===== src/rtl/vga_timing_pkg.sv =====
// Shared VGA timing types, standard 640x480 timing constants and total-length helpers.
package vga_timing_pkg;

  // One axis of a video timing: display, front porch, sync and back porch lengths.
  typedef struct packed {
    int disp;
    int fp;
    int sync;
    int bp;
  } timing_t;

  localparam timing_t VGA_640X480_H = '{disp: 640, fp: 16, sync: 96, bp: 48};
  localparam timing_t VGA_640X480_V = '{disp: 480, fp: 10, sync: 2,  bp: 33};

  // Full line length in pixels, blanking included.
  function automatic int h_total(timing_t t);
    return t.disp + t.fp + t.sync + t.bp;
  endfunction

  // Full frame length in lines, blanking included.
  function automatic int v_total(timing_t t);
    return t.disp + t.fp + t.sync + t.bp;
  endfunction

endpackage


===== src/rtl/vga_timing_gen_if.sv =====
// Control and timing bundle between the VGA timing core (master) and its consumer (slave).
interface vga_timing_gen_if #(
  parameter int COUNT_W = 11,
  parameter int FRAME_W = 16
);
  logic               enable;
  logic               sync_clr;
  logic               pixel_tick;
  logic [COUNT_W-1:0] hcount;
  logic [COUNT_W-1:0] vcount;
  logic               hsync;
  logic               vsync;
  logic               video_on;
  logic               line_start;
  logic               frame_start;
  logic               frame_end;
  logic               frame_tick;
  logic [FRAME_W-1:0] frame_count;

  modport master (
    input  enable, sync_clr,
    output pixel_tick, hcount, vcount, hsync, vsync, video_on,
           line_start, frame_start, frame_end, frame_tick, frame_count
  );

  modport slave (
    output enable, sync_clr,
    input  pixel_tick, hcount, vcount, hsync, vsync, video_on,
           line_start, frame_start, frame_end, frame_tick, frame_count
  );
endinterface


===== src/rtl/vga_pixel_prescaler.sv =====
// Divides the system clock down to a one-cycle pixel strobe every CLK_DIV cycles.
module vga_pixel_prescaler #(
  parameter int CLK_DIV = 4
) (
  input  logic clk,
  input  logic reset_n,
  input  logic enable_i,
  input  logic sync_clr_i,
  output logic pixel_tick_o
);
  localparam int DIV_W = (CLK_DIV > 1) ? $clog2(CLK_DIV) : 1;
  localparam logic [DIV_W-1:0] DIV_LAST = DIV_W'(CLK_DIV - 1);

  logic [DIV_W-1:0] div_q;
  logic [DIV_W-1:0] div_d;

  // Divider advances only while enabled, so a pause resumes mid-period; restart returns to phase 0.
  always_comb begin
    div_d = div_q;
    if (sync_clr_i) begin
      div_d = '0;
    end else if (enable_i) begin
      div_d = (div_q == DIV_LAST) ? '0 : div_q + DIV_W'(1);
    end
  end

  // Divider state register.
  always_ff @(posedge clk) begin
    if (!reset_n) begin
      div_q <= '0;
    end else begin
      div_q <= div_d;
    end
  end

  // With CLK_DIV==1 div_q stays 0 and the strobe follows enable; held off while in reset.
  assign pixel_tick_o = reset_n && enable_i && (div_q == DIV_LAST);

endmodule


===== src/rtl/vga_timing_gen.sv =====
// VGA timing core: full-frame H/V counters, registered sync/blank decode, position strobes, frame counter.
module vga_timing_gen
  import vga_timing_pkg::*;
#(
  parameter int CLK_DIV = 4,
  parameter int H_DISP  = VGA_640X480_H.disp,
  parameter int H_FP    = VGA_640X480_H.fp,
  parameter int H_SYNC  = VGA_640X480_H.sync,
  parameter int H_BP    = VGA_640X480_H.bp,
  parameter int V_DISP  = VGA_640X480_V.disp,
  parameter int V_FP    = VGA_640X480_V.fp,
  parameter int V_SYNC  = VGA_640X480_V.sync,
  parameter int V_BP    = VGA_640X480_V.bp,
  parameter bit H_POL   = 1'b0,
  parameter bit V_POL   = 1'b0,
  parameter int COUNT_W = 11,
  parameter int FRAME_W = 16
) (
  input logic clk,
  input logic reset_n,
  vga_timing_gen_if.master bus
);
  localparam timing_t H_T = '{disp: H_DISP, fp: H_FP, sync: H_SYNC, bp: H_BP};
  localparam timing_t V_T = '{disp: V_DISP, fp: V_FP, sync: V_SYNC, bp: V_BP};
  localparam int H_TOTAL  = h_total(H_T);
  localparam int V_TOTAL  = v_total(V_T);
  localparam int HS_START = H_DISP + H_FP;
  localparam int VS_START = V_DISP + V_FP;

  if (CLK_DIV < 1) begin : g_bad_div
    $error("vga_timing_gen: CLK_DIV must be at least 1");
  end
  if ((2 ** COUNT_W) < H_TOTAL || (2 ** COUNT_W) < V_TOTAL) begin : g_bad_width
    $error("vga_timing_gen: COUNT_W too narrow for H_TOTAL/V_TOTAL");
  end

  logic [COUNT_W-1:0] hcount_q, hcount_d;
  logic [COUNT_W-1:0] vcount_q, vcount_d;
  logic [FRAME_W-1:0] frame_count_q, frame_count_d;
  logic hsync_q, hsync_d, vsync_q, vsync_d, video_on_q, video_on_d;
  logic line_start_q, line_start_d, frame_start_q, frame_start_d, frame_end_q, frame_end_d;
  logic h_last, v_last, frame_tick;

  vga_pixel_prescaler #(.CLK_DIV(CLK_DIV)) u_prescaler (
    .clk         (clk),
    .reset_n     (reset_n),
    .enable_i    (bus.enable),
    .sync_clr_i  (bus.sync_clr),
    .pixel_tick_o(bus.pixel_tick)
  );

  assign h_last = (int'(hcount_q) == H_TOTAL - 1);
  assign v_last = (int'(vcount_q) == V_TOTAL - 1);
  // A restart on the last pixel abandons the frame, so it is not counted.
  assign frame_tick = bus.pixel_tick && h_last && v_last && !bus.sync_clr;

  // Next counter position, then decode of that position so outputs line up with the counters.
  always_comb begin
    hcount_d = hcount_q;
    vcount_d = vcount_q;
    if (bus.sync_clr) begin
      hcount_d = '0;
      vcount_d = '0;
    end else if (bus.pixel_tick) begin
      if (h_last) begin
        hcount_d = '0;
        vcount_d = v_last ? '0 : vcount_q + COUNT_W'(1);
      end else begin
        hcount_d = hcount_q + COUNT_W'(1);
      end
    end
    frame_count_d = frame_tick ? frame_count_q + FRAME_W'(1) : frame_count_q;
    video_on_d    = (int'(hcount_d) < H_DISP) && (int'(vcount_d) < V_DISP);
    hsync_d       = (int'(hcount_d) >= HS_START && int'(hcount_d) < HS_START + H_SYNC) ? H_POL : ~H_POL;
    vsync_d       = (int'(vcount_d) >= VS_START && int'(vcount_d) < VS_START + V_SYNC) ? V_POL : ~V_POL;
    line_start_d  = (hcount_d == '0);
    frame_start_d = (hcount_d == '0) && (vcount_d == '0);
    frame_end_d   = (int'(hcount_d) == H_TOTAL - 1) && (int'(vcount_d) == V_TOTAL - 1);
  end

  // Counter, frame counter and decoded output registers.
  always_ff @(posedge clk) begin
    if (!reset_n) begin
      hcount_q      <= '0;
      vcount_q      <= '0;
      frame_count_q <= '0;
      hsync_q       <= ~H_POL;
      vsync_q       <= ~V_POL;
      video_on_q    <= 1'b0;
      line_start_q  <= 1'b0;
      frame_start_q <= 1'b0;
      frame_end_q   <= 1'b0;
    end else begin
      hcount_q      <= hcount_d;
      vcount_q      <= vcount_d;
      frame_count_q <= frame_count_d;
      hsync_q       <= hsync_d;
      vsync_q       <= vsync_d;
      video_on_q    <= video_on_d;
      line_start_q  <= line_start_d;
      frame_start_q <= frame_start_d;
      frame_end_q   <= frame_end_d;
    end
  end

  assign bus.hcount      = hcount_q;
  assign bus.vcount      = vcount_q;
  assign bus.frame_count = frame_count_q;
  assign bus.hsync       = hsync_q;
  assign bus.vsync       = vsync_q;
  assign bus.video_on    = video_on_q;
  assign bus.line_start  = line_start_q;
  assign bus.frame_start = frame_start_q;
  assign bus.frame_end   = frame_end_q;
  assign bus.frame_tick  = frame_tick;

endmodule


===== src/flat_wrapper.sv =====
// flat-port wrapper written by rule: the top's interface ports become plain ports
module vga_timing_gen_flat import vga_timing_pkg::*;
#(
  parameter int CLK_DIV = 4,
  parameter int H_DISP  = VGA_640X480_H.disp,
  parameter int H_FP    = VGA_640X480_H.fp,
  parameter int H_SYNC  = VGA_640X480_H.sync,
  parameter int H_BP    = VGA_640X480_H.bp,
  parameter int V_DISP  = VGA_640X480_V.disp,
  parameter int V_FP    = VGA_640X480_V.fp,
  parameter int V_SYNC  = VGA_640X480_V.sync,
  parameter int V_BP    = VGA_640X480_V.bp,
  parameter bit H_POL   = 1'b0,
  parameter bit V_POL   = 1'b0,
  parameter int COUNT_W = 11,
  parameter int FRAME_W = 16
)
  (clk, reset_n, bus_enable, bus_sync_clr, bus_pixel_tick, bus_hcount, bus_vcount, bus_hsync, bus_vsync, bus_video_on, bus_line_start, bus_frame_start, bus_frame_end, bus_frame_tick, bus_frame_count);
  vga_timing_gen_if #(.COUNT_W(COUNT_W), .FRAME_W(FRAME_W)) bus_i ();
  input logic clk;
  input logic reset_n;
  input wire logic [$bits(bus_i.enable)-1:0] bus_enable;
  input wire logic [$bits(bus_i.sync_clr)-1:0] bus_sync_clr;
  output wire logic [$bits(bus_i.pixel_tick)-1:0] bus_pixel_tick;
  output wire logic [$bits(bus_i.hcount)-1:0] bus_hcount;
  output wire logic [$bits(bus_i.vcount)-1:0] bus_vcount;
  output wire logic [$bits(bus_i.hsync)-1:0] bus_hsync;
  output wire logic [$bits(bus_i.vsync)-1:0] bus_vsync;
  output wire logic [$bits(bus_i.video_on)-1:0] bus_video_on;
  output wire logic [$bits(bus_i.line_start)-1:0] bus_line_start;
  output wire logic [$bits(bus_i.frame_start)-1:0] bus_frame_start;
  output wire logic [$bits(bus_i.frame_end)-1:0] bus_frame_end;
  output wire logic [$bits(bus_i.frame_tick)-1:0] bus_frame_tick;
  output wire logic [$bits(bus_i.frame_count)-1:0] bus_frame_count;
  assign bus_i.enable = bus_enable;
  assign bus_i.sync_clr = bus_sync_clr;
  assign bus_pixel_tick = bus_i.pixel_tick;
  assign bus_hcount = bus_i.hcount;
  assign bus_vcount = bus_i.vcount;
  assign bus_hsync = bus_i.hsync;
  assign bus_vsync = bus_i.vsync;
  assign bus_video_on = bus_i.video_on;
  assign bus_line_start = bus_i.line_start;
  assign bus_frame_start = bus_i.frame_start;
  assign bus_frame_end = bus_i.frame_end;
  assign bus_frame_tick = bus_i.frame_tick;
  assign bus_frame_count = bus_i.frame_count;
  vga_timing_gen #(.CLK_DIV(CLK_DIV), .H_DISP(H_DISP), .H_FP(H_FP), .H_SYNC(H_SYNC), .H_BP(H_BP), .V_DISP(V_DISP), .V_FP(V_FP), .V_SYNC(V_SYNC), .V_BP(V_BP), .H_POL(H_POL), .V_POL(V_POL), .COUNT_W(COUNT_W), .FRAME_W(FRAME_W)) u_core (.clk(clk), .reset_n(reset_n), .bus(bus_i));
endmodule

===== config.mk =====
export PLATFORM = sky130hd
export DESIGN_NAME = vga_timing_gen_flat
export DESIGN_NICKNAME = d
export VERILOG_FILES = /design/src/rtl/vga_timing_pkg.sv /design/src/rtl/vga_timing_gen_if.sv /design/src/rtl/vga_pixel_prescaler.sv /design/src/rtl/vga_timing_gen.sv /design/src/flat_wrapper.sv
export SDC_FILE = /design/constraint.sdc
export NUM_CORES = 1
export LEC_CHECK = 0
export ABC_AREA = 0
export ABC_CLOCK_PERIOD_IN_PS = 7000
export BUFFER_PORTS_ARGS = -buffer_cell sky130_fd_sc_hd__buf_2
export CAP_MARGIN = 10
export CORE_ASPECT_RATIO = 1.75
export CORE_MARGIN = 2
export CORE_UTILIZATION = 33
export DETAILED_ROUTE_END_ITERATION = 10
export PLACE_DENSITY_LB_ADDON = 0.05
export SYNTH_ARGS = -nofsm -noshare
export SYNTH_HDL_FRONTEND = slang
export SYNTH_SLANG_ARGS = --single-unit

===== constraint.sdc =====
create_clock -name clk -period 7 [get_ports clk]
set_input_delay 1.05 -clock clk [delete_from_list [all_inputs] [get_ports clk]]
set_output_delay 1.05 -clock clk [all_outputs]
set_load 0.02 [all_outputs]

# == Yosys cells after proc, flatten, opt, wreduce, memory -nomap -nowiden ==
# Cells that the tools add are included.
# classes
add_sub_neg,4
magnitude_cmp,6
n_eq_ne,5
muxes,10
bitwise,1
n_reduce_logical,14
# op_table
operator,count
two-way mux 11 bit,7
equality test 11 bit (second input constant),4
adder 11 x 1 -> 11 bit (second input constant),2
logical NOT 11 bit,2
less-than comparator 11 x 10 -> 1 bit (second input constant),2
less-than comparator 11 x 9 -> 1 bit (second input constant),2
adder 16 x 1 -> 16 bit (second input constant),1
greater-or-equal comparator 11 x 10 -> 1 bit (second input constant),1
greater-or-equal comparator 11 x 9 -> 1 bit (second input constant),1
logical AND 1 bit,10
adder 2 x 1 -> 2 bit (second input constant),1
equality test 2 bit (second input constant),1
two-way mux 1 bit,2
two-way mux 2 bit,1
OR reduction 2 bit,1
logical NOT 1 bit,1
inverter 1 bit,1
# totals
ff_bits,46
in_bits,4
output_inout_bits,46
word_cells,50

# == Longest topological paths before layout ==
# depth
depth_word,8
mapped_depth,10
depth_no_buf,9

# == By module ==
# Synthesis repeated with hierarchy kept, for this count alone.
# hier_totals
hier_cells,324
hier_area_um2,2692.6
# modules_own_cells
mod,instances,cells_per_inst,area_each_um2,seq_area_each_um2
vga_timing_gen,1,314,2590.0,880.8
vga_pixel_prescaler,1,10,102.6,40.0

# == Worst setup path after synthesis ==
# No wires, ideal clock.
# synth_path
path_kind,input port to output port
startpoint,input reset_n
endpoint,output bus_frame_tick
t_arrival_ns,2.220
required_time_ns,5.950
slack_ns,3.730
path_stages,5
cell_sequence,and4_1 buf_2 nand4_1 clkbuf_1 nor3_1
# synth_via
elab_chain_cells,5
# synth_lines
item,line_no,source
start: declaration,flat_wrapper.sv:21,input logic reset_n;
logical AND 1 bit (2 in a row),vga_pixel_prescaler.sv:37,assign pixel_tick_o = reset_n && enable_i && (div_q == DIV_LAST);
logical AND 1 bit (3 in a row),vga_timing_gen.sv:55,assign frame_tick = bus.pixel_tick && h_last && v_last && !bus.sync_clr;
end: declaration,flat_wrapper.sv:33,output wire logic [$bits(bus_i.frame_tick)-1:0] bus_frame_tick;
# Every way passes these cells.

# == Final worst setup path ==
# Same ends and word-level chain as after synthesis.

==> qor.yml <==
timing:
  setup_violations: 0
  hold_viol: 0
  fin_crit_sh_pct: 56.9
  setup_slack_ns: 3.02
  min_period_ns: 3.98
  finalClockSkew_ns: 0.00264
  slew_headroom_pct: 56.5
  final_max_slew_viol_count: 0
  setup_tns_ns: 0
  rsz0062_at_grt: "false"
  worst_slew_pin_slew_ns: 0.647
  fmax_ghz: 0.251
yosys:
  synth-edff-count: 0
  synth_area_per_cell_um2: 8.33
  synthTopCellsByCount: "dfxtp_1 (46), nor2_1 (28), nand2_1 (25)"
  yosysWarnings: 0
  yosysUniqueCellTypes: 45
  yosys.area_share.simple_pct: 35.3
  yosysMostFrequentCell: "dfxtp_1"
  synth-seq-area-share_pct: 38.3
  async_flop_share_pct: 0
  synth-xor-area-share_pct: 9.10
  synth_area_mm2: 0.00241
  ys.flop_type: "dfxtp_1"
  yosysTopAreaCell: "dfxtp_1"
  ys_ff_latch: 46
  synth_top_family_by_area: "simple AND/OR/NAND/NOR gates"
  synth_nets: 298
  synth_top_area_share_pct: 38.3
  synth_fa_ha_area_share_pct: 2.60
  synth_compound_area_share_pct: 9.36
  synth.area.top_cells: "dfxtp_1 (38%), xnor2_1 (4.7%), and2_1 (4.7%)"
  syn_inst: 289
  synthMuxAreaShare_pct: 1.66
global_route:
  grt_pass1_vias: 2155
  grtUsageTotal_pct: 18.3
  globalRouteOverflowTotal: 0
  antenna_found_initial: 0
  grt_pass1_wl_mm: 10.7
  grt_max_degree: 32
critical_path:
  cpMostUsedCell: "buf_2"
  critPathCaptureType: "output pin"
  crit_family: "simple AND/OR/NAND/NOR gates"
  timing.rr.start: "u_core.bus.hcount[0]"
  max_stage_delay_ns: 0.48
  cp-startpoint: "reset_n"
  crit_buf_inv: 2
  path_cells: "buf_2 > and4_1 > nand4_1 > nor3_1 > buf_2"
  crit_type: "in -> out"
  start_kind: "input pin"
  cp_max_fo: 31
  crit_path_top_delay_cell: "nand4_1"
  cp_data_required_time_ns: 5.95
  cp.arrival_ns: 2.93
floorplanning:
  fp.dieW_um: 68.5
  core_area_mm2: 0.00713
  row_count: 41
  chipHeight_um: 117
  initial_utilization_pct: 33.7
  io_pins: 50
  die-area_mm2: 0.00802
detailed_routing:
  drtIter0Drc: 81
  wl_met1_mm: 2.44
  wl_per_cell_um: 16.0
  met3WireLength_um: 257
  vias_per_cell: 5.32
  drc: 0
  wirelength_mm: 6.71
  dr.pass1.iters: 4
  num_vias: 2233
  top_layer_used: "met4"
  wl_met2_mm: 3.74
  ant_nets: 0
clock_tree:
  postCtsHoldBufs: 0
  cts_root_buf: "clkbuf_16"
  cts_resized: 0
  cts_buffer_depth: 2
  numCtsBuffers: 5
  cts_setup_buffers: 0
  clock_latency_ns: 0.29
  htreeDepth: 2
  cts_tree: "built"
  clk_pin_slew_ns: 0.06
  clock-sinks: 46
cells_and_area:
  num-nets-final: 342
  final_cells: 420
  regArea_um2: 921
  multi_input_area_mm2: 0.00140
  diodes: 0
  drive_gt1_share_pct: 19.2
  fillers: 744
  area_delta_synth_final_pct: 19.3
placement:
  place_inst: 412
  gp_congestion: 0.861
  pre_cts_ws_ns: 2.82
  dp_hpwl_mm: 5.18
  numPortBuffers: 49
hold_path:
  hp-class: "reg -> reg"
  min_from: "u_core.u_prescaler.div_q[1]"
job:
  drv_cap: 0
power_and_ir_drop:
  ir_drop_mv: 0.108
  leakage_nw: 1.14
  power.density_mw_per_mm2: 191
  total_power_uw: 547
outcome:
  status: "complete, no violations"
layout make-up:
class | count | share of cell area, %
Multi-Input combinational cell | 222 | 48.6
Sequential cell | 46 | 32.1
Timing Repair Buffer | 49 | 8.54
Clock buffer | 6 | 4.49
Tap cell | 86 | 3.75
Clock inverter | 2 | 1.31
Inverter | 9 | 1.18
cell families (layout without fill, tap and decap cells):
logic type / Yosys count / in the layout
mux: 4 / 4
compound gates: 38 / 38
xor+xnor: 25 / 25
flops: 46 / 46
buf+inv: 21 / 66
simple gates: 150 / 150
fa+ha+maj: 5 / 5
cells in the final DEF (no fill, tap or decap), types with 4 or more instances in the layout:
cell       count
buf_2         49
dfxtp_1       46
nor2_1        28
nand2_1       25
and2_1        18
nor3_1        14
xnor2_1       13
nand4_1       12
xor2_1        12
a21oi_1       12
o21ai_0       12
nand3_1        9
inv_1          9
and4_1         6
and3_1         5
ha_1           5
clkbuf_16      5
nor4_1         4
or3_1          4
mux2i_1        4
nor2b_1        4
state kept, by name (all words and copies together), names as in the netlist, 2 cells and up:
signal and flops:
u_core.bus.hcount 11, u_core.bus.vcount 11, u_core.u_prescaler.div_q 2, u_core.bus.frame_count 16
metrics by stage:
step           util [%]  hold WS (ns)  area [µm²]
6_report           40.3         0.503        2870
3_5_place_dp       37.9         0.496        2700
3_3_place_gp       37.9         0.478        2700
2_1_floorplan         -         0.465        2410
5_1_grt            40.3         0.539        2870
4_1_cts            40.3         0.511        2870
layer usage:
metal,up-vias,GRT usage [%]
met5,-,0
met4,0,9.47
met3,18,3.82
met2,56,34.6
met1,1047,17.7
li1,1112,-
final timing paths:
kind	slack, ns	cells past startpoint	endpoint
worst max-delay path	3.02	5	bus_frame_tick
worst min register to register	0.50	2	u_core.u_prescaler.div_q[1]
worst max register to register	3.68	8	u_core.bus.frame_start
worst min-delay path	0.50	2	u_core.u_prescaler.div_q[1]
worst reg2reg max path, stage by stage, from the launching register on:
cell,delay (ns)
dfxtp_1,0.50
ha_1,0.25
and4_1,0.38
nand4_1,0.48
or2_1,0.42
a21oi_1,0.22
a31oi_1,0.13
or4_4,0.56
nor4b_2,0.29
where the power goes:
| part | switching (mW) | leakage, nW | internal, mW |
|---|---|---|---|
| Clock | 0.102 | 0.0771 | 0.169 |
| Sequential | 0.000484 | 0.372 | 0.263 |
| Combinational | 0.00965 | 0.693 | 0.00366 |
Note: power is estimated with default switching activity, not from simulation.
